--- src/rtl/la_control.sv ---
// Wishbone slave for logic-analyzer control: team select mux for the 128-bit LA bus,
// plus a delayed, software-triggered snapshot of that bus readable as four words.
`timescale 1ns/1ps

module la_snap_lane #(
  parameter int VEC_W = 32
) (
  input  logic             gclk,
  input  logic             grst,
  input  logic             latch,
  input  logic [VEC_W-1:0] din,
  output logic [VEC_W-1:0] dout
);
  always_ff @(posedge gclk) begin
    if (grst)       dout <= '0;
    else if (latch) dout <= din;
  end
endmodule

module la_control #(
  parameter int NUM_TEAMS = 12
) (
  input  logic                        wb_clk_i,
  input  logic                        wb_rst_i,
  input  logic                        wbs_stb_i,
  input  logic                        wbs_cyc_i,
  input  logic                        wbs_we_i,
  input  logic [3:0]                  wbs_sel_i,
  input  logic [31:0]                 wbs_adr_i,
  input  logic [31:0]                 wbs_dat_i,
  output logic                        wbs_ack_o,
  output logic [31:0]                 wbs_dat_o,
  input  logic [NUM_TEAMS:0][127:0]   designs_la_data_out,
  output logic [127:0]                la_data_out
);
  localparam int NUM_LANES = 4;
  localparam int VEC_W     = 32;
  localparam int SW        = $clog2(NUM_TEAMS + 1);

  localparam logic [0:0] ST_IDLE  = 1'b0;
  localparam logic [0:0] ST_COUNT = 1'b1;

  // word offsets (byte address >> 2)
  localparam logic [13:0] W_SEL   = 14'd0;
  localparam logic [13:0] W_CTRL  = 14'd1;
  localparam logic [13:0] W_COUNT = 14'd2;
  localparam logic [13:0] W_DELAY = 14'd3;

  logic                              req, wr;
  logic [13:0]                       widx;
  logic [7:0]                        sel_q;
  logic [15:0]                       delay_q, count_q, timer_q;
  logic [0:0]                        state_q;
  logic                              busy, latch;
  logic [31:0]                       rdata;
  logic [NUM_LANES-1:0][VEC_W-1:0]   snap, la_vec;

  logic unused_bits;
  assign unused_bits = ^{wbs_adr_i[31:16], wbs_adr_i[1:0], wbs_sel_i[3:2], wbs_dat_i[31:16]};

  assign req   = wbs_stb_i & wbs_cyc_i & ~wbs_ack_o;
  assign wr    = req & wbs_we_i;
  assign widx  = wbs_adr_i[15:2];
  assign busy  = (state_q == ST_COUNT);
  assign latch = busy && (timer_q == 16'd0);

  assign la_data_out = designs_la_data_out[sel_q[SW-1:0]];
  assign la_vec      = la_data_out;

  genvar g;
  generate
    for (g = 0; g < NUM_LANES; g++) begin : g_lane
      la_snap_lane #(.VEC_W(VEC_W)) u_lane (
        .gclk (wb_clk_i),
        .grst (wb_rst_i),
        .latch(latch),
        .din  (la_vec[g]),
        .dout (snap[g])
      );
    end
  endgenerate

  always_comb begin
    rdata = '0;
    case (widx)
      W_SEL:   rdata[7:0]  = sel_q;
      W_CTRL:  rdata[1]    = busy;
      W_COUNT: rdata[15:0] = count_q;
      W_DELAY: rdata[15:0] = delay_q;
      default: if (widx[13:2] == 12'd1) rdata = snap[widx[1:0]];
    endcase
  end

  always_ff @(posedge wb_clk_i) begin
    if (wb_rst_i) begin
      wbs_ack_o <= 1'b0;
      wbs_dat_o <= '0;
      sel_q     <= '0;
      delay_q   <= '0;
      count_q   <= '0;
      timer_q   <= '0;
      state_q   <= ST_IDLE;
    end else begin
      wbs_ack_o <= req;
      wbs_dat_o <= (req && !wbs_we_i) ? rdata : '0;

      // out-of-range team indices are dropped so the mux never selects a missing team
      if (wr && widx == W_SEL && wbs_sel_i[0] && wbs_dat_i[7:0] <= 8'(NUM_TEAMS))
        sel_q <= wbs_dat_i[7:0];
      if (wr && widx == W_DELAY && wbs_sel_i[0]) delay_q[7:0]  <= wbs_dat_i[7:0];
      if (wr && widx == W_DELAY && wbs_sel_i[1]) delay_q[15:8] <= wbs_dat_i[15:8];

      case (state_q)
        ST_IDLE: begin
          if (wr && widx == W_CTRL && wbs_sel_i[0] && wbs_dat_i[0]) begin
            state_q <= ST_COUNT;
            timer_q <= delay_q;
          end
        end
        default: begin
          if (timer_q != 16'd0) begin
            timer_q <= timer_q - 16'd1;
          end else begin
            state_q <= ST_IDLE;
            count_q <= count_q + 16'd1;
          end
        end
      endcase
    end
  end
endmodule

--- config.mk ---
export PLATFORM = sky130hd
export DESIGN_NAME = la_control
export DESIGN_NICKNAME = d
export VERILOG_FILES = /design/src/rtl/la_control.sv
export SDC_FILE = /design/constraint.sdc
export NUM_CORES = 1
export LEC_CHECK = 0
export ABC_AREA = 1
export BUFFER_PORTS_ARGS = -buffer_cell sky130_fd_sc_hd__clkbuf_2
export CAP_MARGIN = 40
export CELL_PAD_IN_SITES_DETAIL_PLACEMENT = 0
export CELL_PAD_IN_SITES_GLOBAL_PLACEMENT = 1
export CORE_AREA = 2 2 740 742
export CTS_CLUSTER_SIZE = 10
export DETAILED_ROUTE_END_ITERATION = 10
export DIE_AREA = 0 0 742 744
export PLACE_DENSITY = 0.3
export SLEW_MARGIN = 20
export SYNTH_ARGS = -nofsm -noshare
export SYNTH_HDL_FRONTEND = slang
export SYNTH_HIERARCHICAL = 1
export SYNTH_SLANG_ARGS = --single-unit
--- constraint.sdc ---
create_clock -name wb_clk_i -period 1.7 [get_ports wb_clk_i]
set_input_delay 0.085 -clock wb_clk_i [delete_from_list [all_inputs] [get_ports wb_clk_i]]
set_output_delay 0.085 -clock wb_clk_i [all_outputs]
set_load 0.01 [all_outputs]
==> impl_results.md <==
- Routability congestion estimate: 0.849
- Vias in the first global route: 46465
- Total clock sinks: 218
- Number of H-tree branching levels: 2
- Cell leakage power: 25.9 nW
- Overall via count from detail_route: 45655
- Synth top area share: 0.222
- Multi-input gate area in the final layout: 21400 um^2
- Number of violations reported at the end of detailed-routing iteration 0: 2962
- Cell count after synthesis: 4783
- Result of the run: finished with violations
- Aggregate routed wire length: 450000 um
- Most frequent cells in the layout: 1760 x clkbuf_2, 1338 x nor2_1, 674 x buf_4
- Via density: 3.10
- Max-cap viol count: 0
- Headroom to the max-slew limit: 0.487
- Top Ports: 1898
- Number of placed instances, taps included: 14386
- Area growth syn-to-layout: 142%
- Post-route clock skew: 0.0535 ns
- Die Outline Area: 552000 um^2
- Wirelength per Cell: 30.5 um
- Buffer cell driving the clock tree root: clkbuf_16
- Sum of net half-perimeters after detailed placement: 398000 um
- Top FF cell, synth: dfxtp_1
- #FFs+latches synth: 218
- Worst vdd ir: 0.000645 V
- Crit Path Max Fanout: 6
- Number of buffers added by the clock tree synthesis step: 39
- Util after Layout: 0.113
- Port Buf Inserts: 1861
- Largest family of logic cells by synthesized area: compound AO/OA/AOI/OAI gates
- Simple-gate share of the synthesized area: 0.356
- Post-synth EDFFs: 0
- Syn Area/Cell: 5.29 um^2
- Post-synth cell types: 36
- Filler cell count: 64204
- Synthesized-area fraction occupied by xor and xnor cells: 0.00312
- Final hold slack: 0.0812 ns
- Sequential cell area fraction in the yosys report: 0.173
- Unrepaired setup endpoints after global routing: true
- Number of placement rows: 271
- Net switching share of the total power: 0.355
- Register Area: 4380 um^2
- Worst setup path class: register to output pin
- Category of the worst setup path launch point: register
- Count of nets after finishing: 9144
- Share of power burned in registers: 0.240
- Count of nets left with antenna violations after detail routing: 0
- Clock tree from TritonCTS: done
- Slew Limit Fails: 0
- Most area-consuming cells after synthesis: nor2_1 22%, o21ai_0 19%, dfxtp_1 17%
- Final TNS setup: -287.07 ns
- Global router's overall resource usage: 0.154
- Share of layout cells above drive strength 1: 0.486
- First-pass iteration count of the detailed router: 5
- Mux cell area share after synthesis: 0
- Fraction of registers with async set or reset after synthesis: 0
- Worst slack at placement: -1.43 ns
- Portion of the clock cycle consumed by the worst path in the final layout: 1.90
- PnR worst setup slack: -1.52 ns
- Later-pin clock latency in the skew report: 0.66 ns
- Minimum period implied by the final worst setup slack: 3.22 ns
- Mapped Nets: 6522
- Worst Tran Pin Value: 0.769 ns
- Reported net switching power: 7.54 mW
- Clk pwr share: 0.425
- Combined area of all synthesized cells: 25300 um^2
- Tightest Hold Check Type: input pin to register
- Worst Path Required: 1.62 ns
- Count of final hold-check violations: 0
- Initial cell density of the core: 0.0465
- Vertical extent of the die: 744 um
- Dominant cell type by area after synthesis: nor2_1
- Most frequent standard cell in the layout excluding fill and tap cells: clkbuf_2
- Overall overflow remaining after global route: 0
- Share of synthesized cell area in full adder, half adder and majority cells: 0.000990
- Initial antenna violation count: 294
- Internal power: 13.7 mW
- Number of remaining DRC errors: 0
- Core region area: 544000 um^2
- Nature of the critical path endpoint: output pin
- Portion of total power attributed to combinational logic: 0.334
- Horizontal die dimension: 742 um
- Pin count of the biggest net entering global routing: 49
- Power density of the placed cells: 347 nW/um^2
- Area fraction in compound gates after synthesis: 0.358
- Syn. warnings: 6
- Final std cells w/o fill: 14746
- Arrival time reported for the critical path endpoint: 3.14 ns
- Maximum clock frequency: 0.310 GHz
- Wire length of the first global-routing pass: 544000 um
- Clock buffer depth: 3
- Clock-pin slew of the registers on the worst-case setup and hold paths: 0.06 ns
- Violated checks: negative setup slack
- Final-report setup violation count: 292
## metrics by stage
| step | instance area [um^2] | total power [mW] |
|---|---|---|
| after floorplan | 25700 | 6.42 |
| after global placement | 52200 | 11.9 |
| after detailed placement | 52200 | 11.9 |
| after CTS | 58400 | 21.8 |
| after global routing | 61000 | 22.4 |
| final | 61200 | 21.2 |
## power by group through the flow
stage / combinational (mW) / sequential [mW] / clock [mW]
finish: 7.10 / 5.10 / 9.03
global route: 7.63 / 5.10 / 9.65
CTS: 7.12 / 5.10 / 9.57
detailed placement: 6.66 / 5.22 / 0
global placement: 6.68 / 5.22 / 0
floorplan: 1.19 / 5.22 / 0
## cell type report
cell class                      instances  area share
Multi-Input combinational cell       3944       0.350
Antenna cell                           77     0.00315
Clock inverter                         22     0.00473
Timing Repair Buffer                 3006       0.392
Clock buffer                           49      0.0176
Inverter                              195      0.0126
Timing Repair inverter                  1    0.000184
Tap cell                             7234       0.148
Sequential cell                       218      0.0716
## critical path: stages (launching register included)
cell	delay, ns
dfxtp_4	0.36
buf_12	0.16
buf_16	0.17
buf_16	0.16
buf_8	0.13
nor2_4	0.11
nor2_1	0.05
o21ai_1	0.09
o21ai_2	0.09
buf_6	0.15
o211ai_1	0.60
o21ai_4	0.17
buf_12	0.20
## flip-flops by register name, indices dropped and copies added (netlist names)
name                count
timer_q                16
g_lane.u_lane/dout    128
delay_q                16
wbs_dat_o              32
wbs_ack_o               1
sel_q                   8
busy                    1
count_q                16
## layer usage
layer	global-route usage	wire length [um]
met5	0	1310
met4	0.0177	5910
met3	0.0609	41200
met2	0.254	206000
met1	0.195	196000
## cell usage after synthesis, types with 4 or more instances
cell,number
a21oi_1,161
a221oi_1,9
a22oi_1,13
a31oi_1,7
buf_1,30
buf_2,142
buf_4,7
buf_6,33
clkbuf_1,214
dfxtp_1,218
inv_1,191
inv_2,4
nand2_1,661
nand3_1,106
nand4_1,18
nor2_1,1495
nor2_2,4
nor2_4,7
nor3_1,12
o211ai_1,257
o21ai_0,980
o21ai_1,131
o22ai_1,4
o32ai_1,55
xor2_1,9
## logic make-up after synthesis
family / count (synthesis)
simple gates: 2314
xor+xnor: 9
compound gates: 1619
fa+ha+maj: 2
flops: 218
buf+inv: 621
## what timing repair did
item                                    CTS  global route
pin swaps                               172           189
cloned                                   27            17
endpoints found under the hold margin    33             0
setup buffers                           130            90
endpoints found under the setup margin  292           295
hold buffers                             31             0
resized for setup                       813           643
## final timing paths
| check | from | to | slack (ns) | depth (start not counted) |
|---|---|---|---|---|
| setup reg to reg | sel_q[0] | g_lane[0].u_lane/dout[2] | -1.09 | 16 |
| hold / removal | designs_la_data_out[1581] | g_lane[1].u_lane/dout[13] | 0.08 | 7 |
| setup / recovery | sel_q[0] | la_data_out[3] | -1.52 | 12 |
| hold reg to reg | sel_q[6] | sel_q[6] | 0.45 | 2 |
Power figures use the tool's default switching activity.
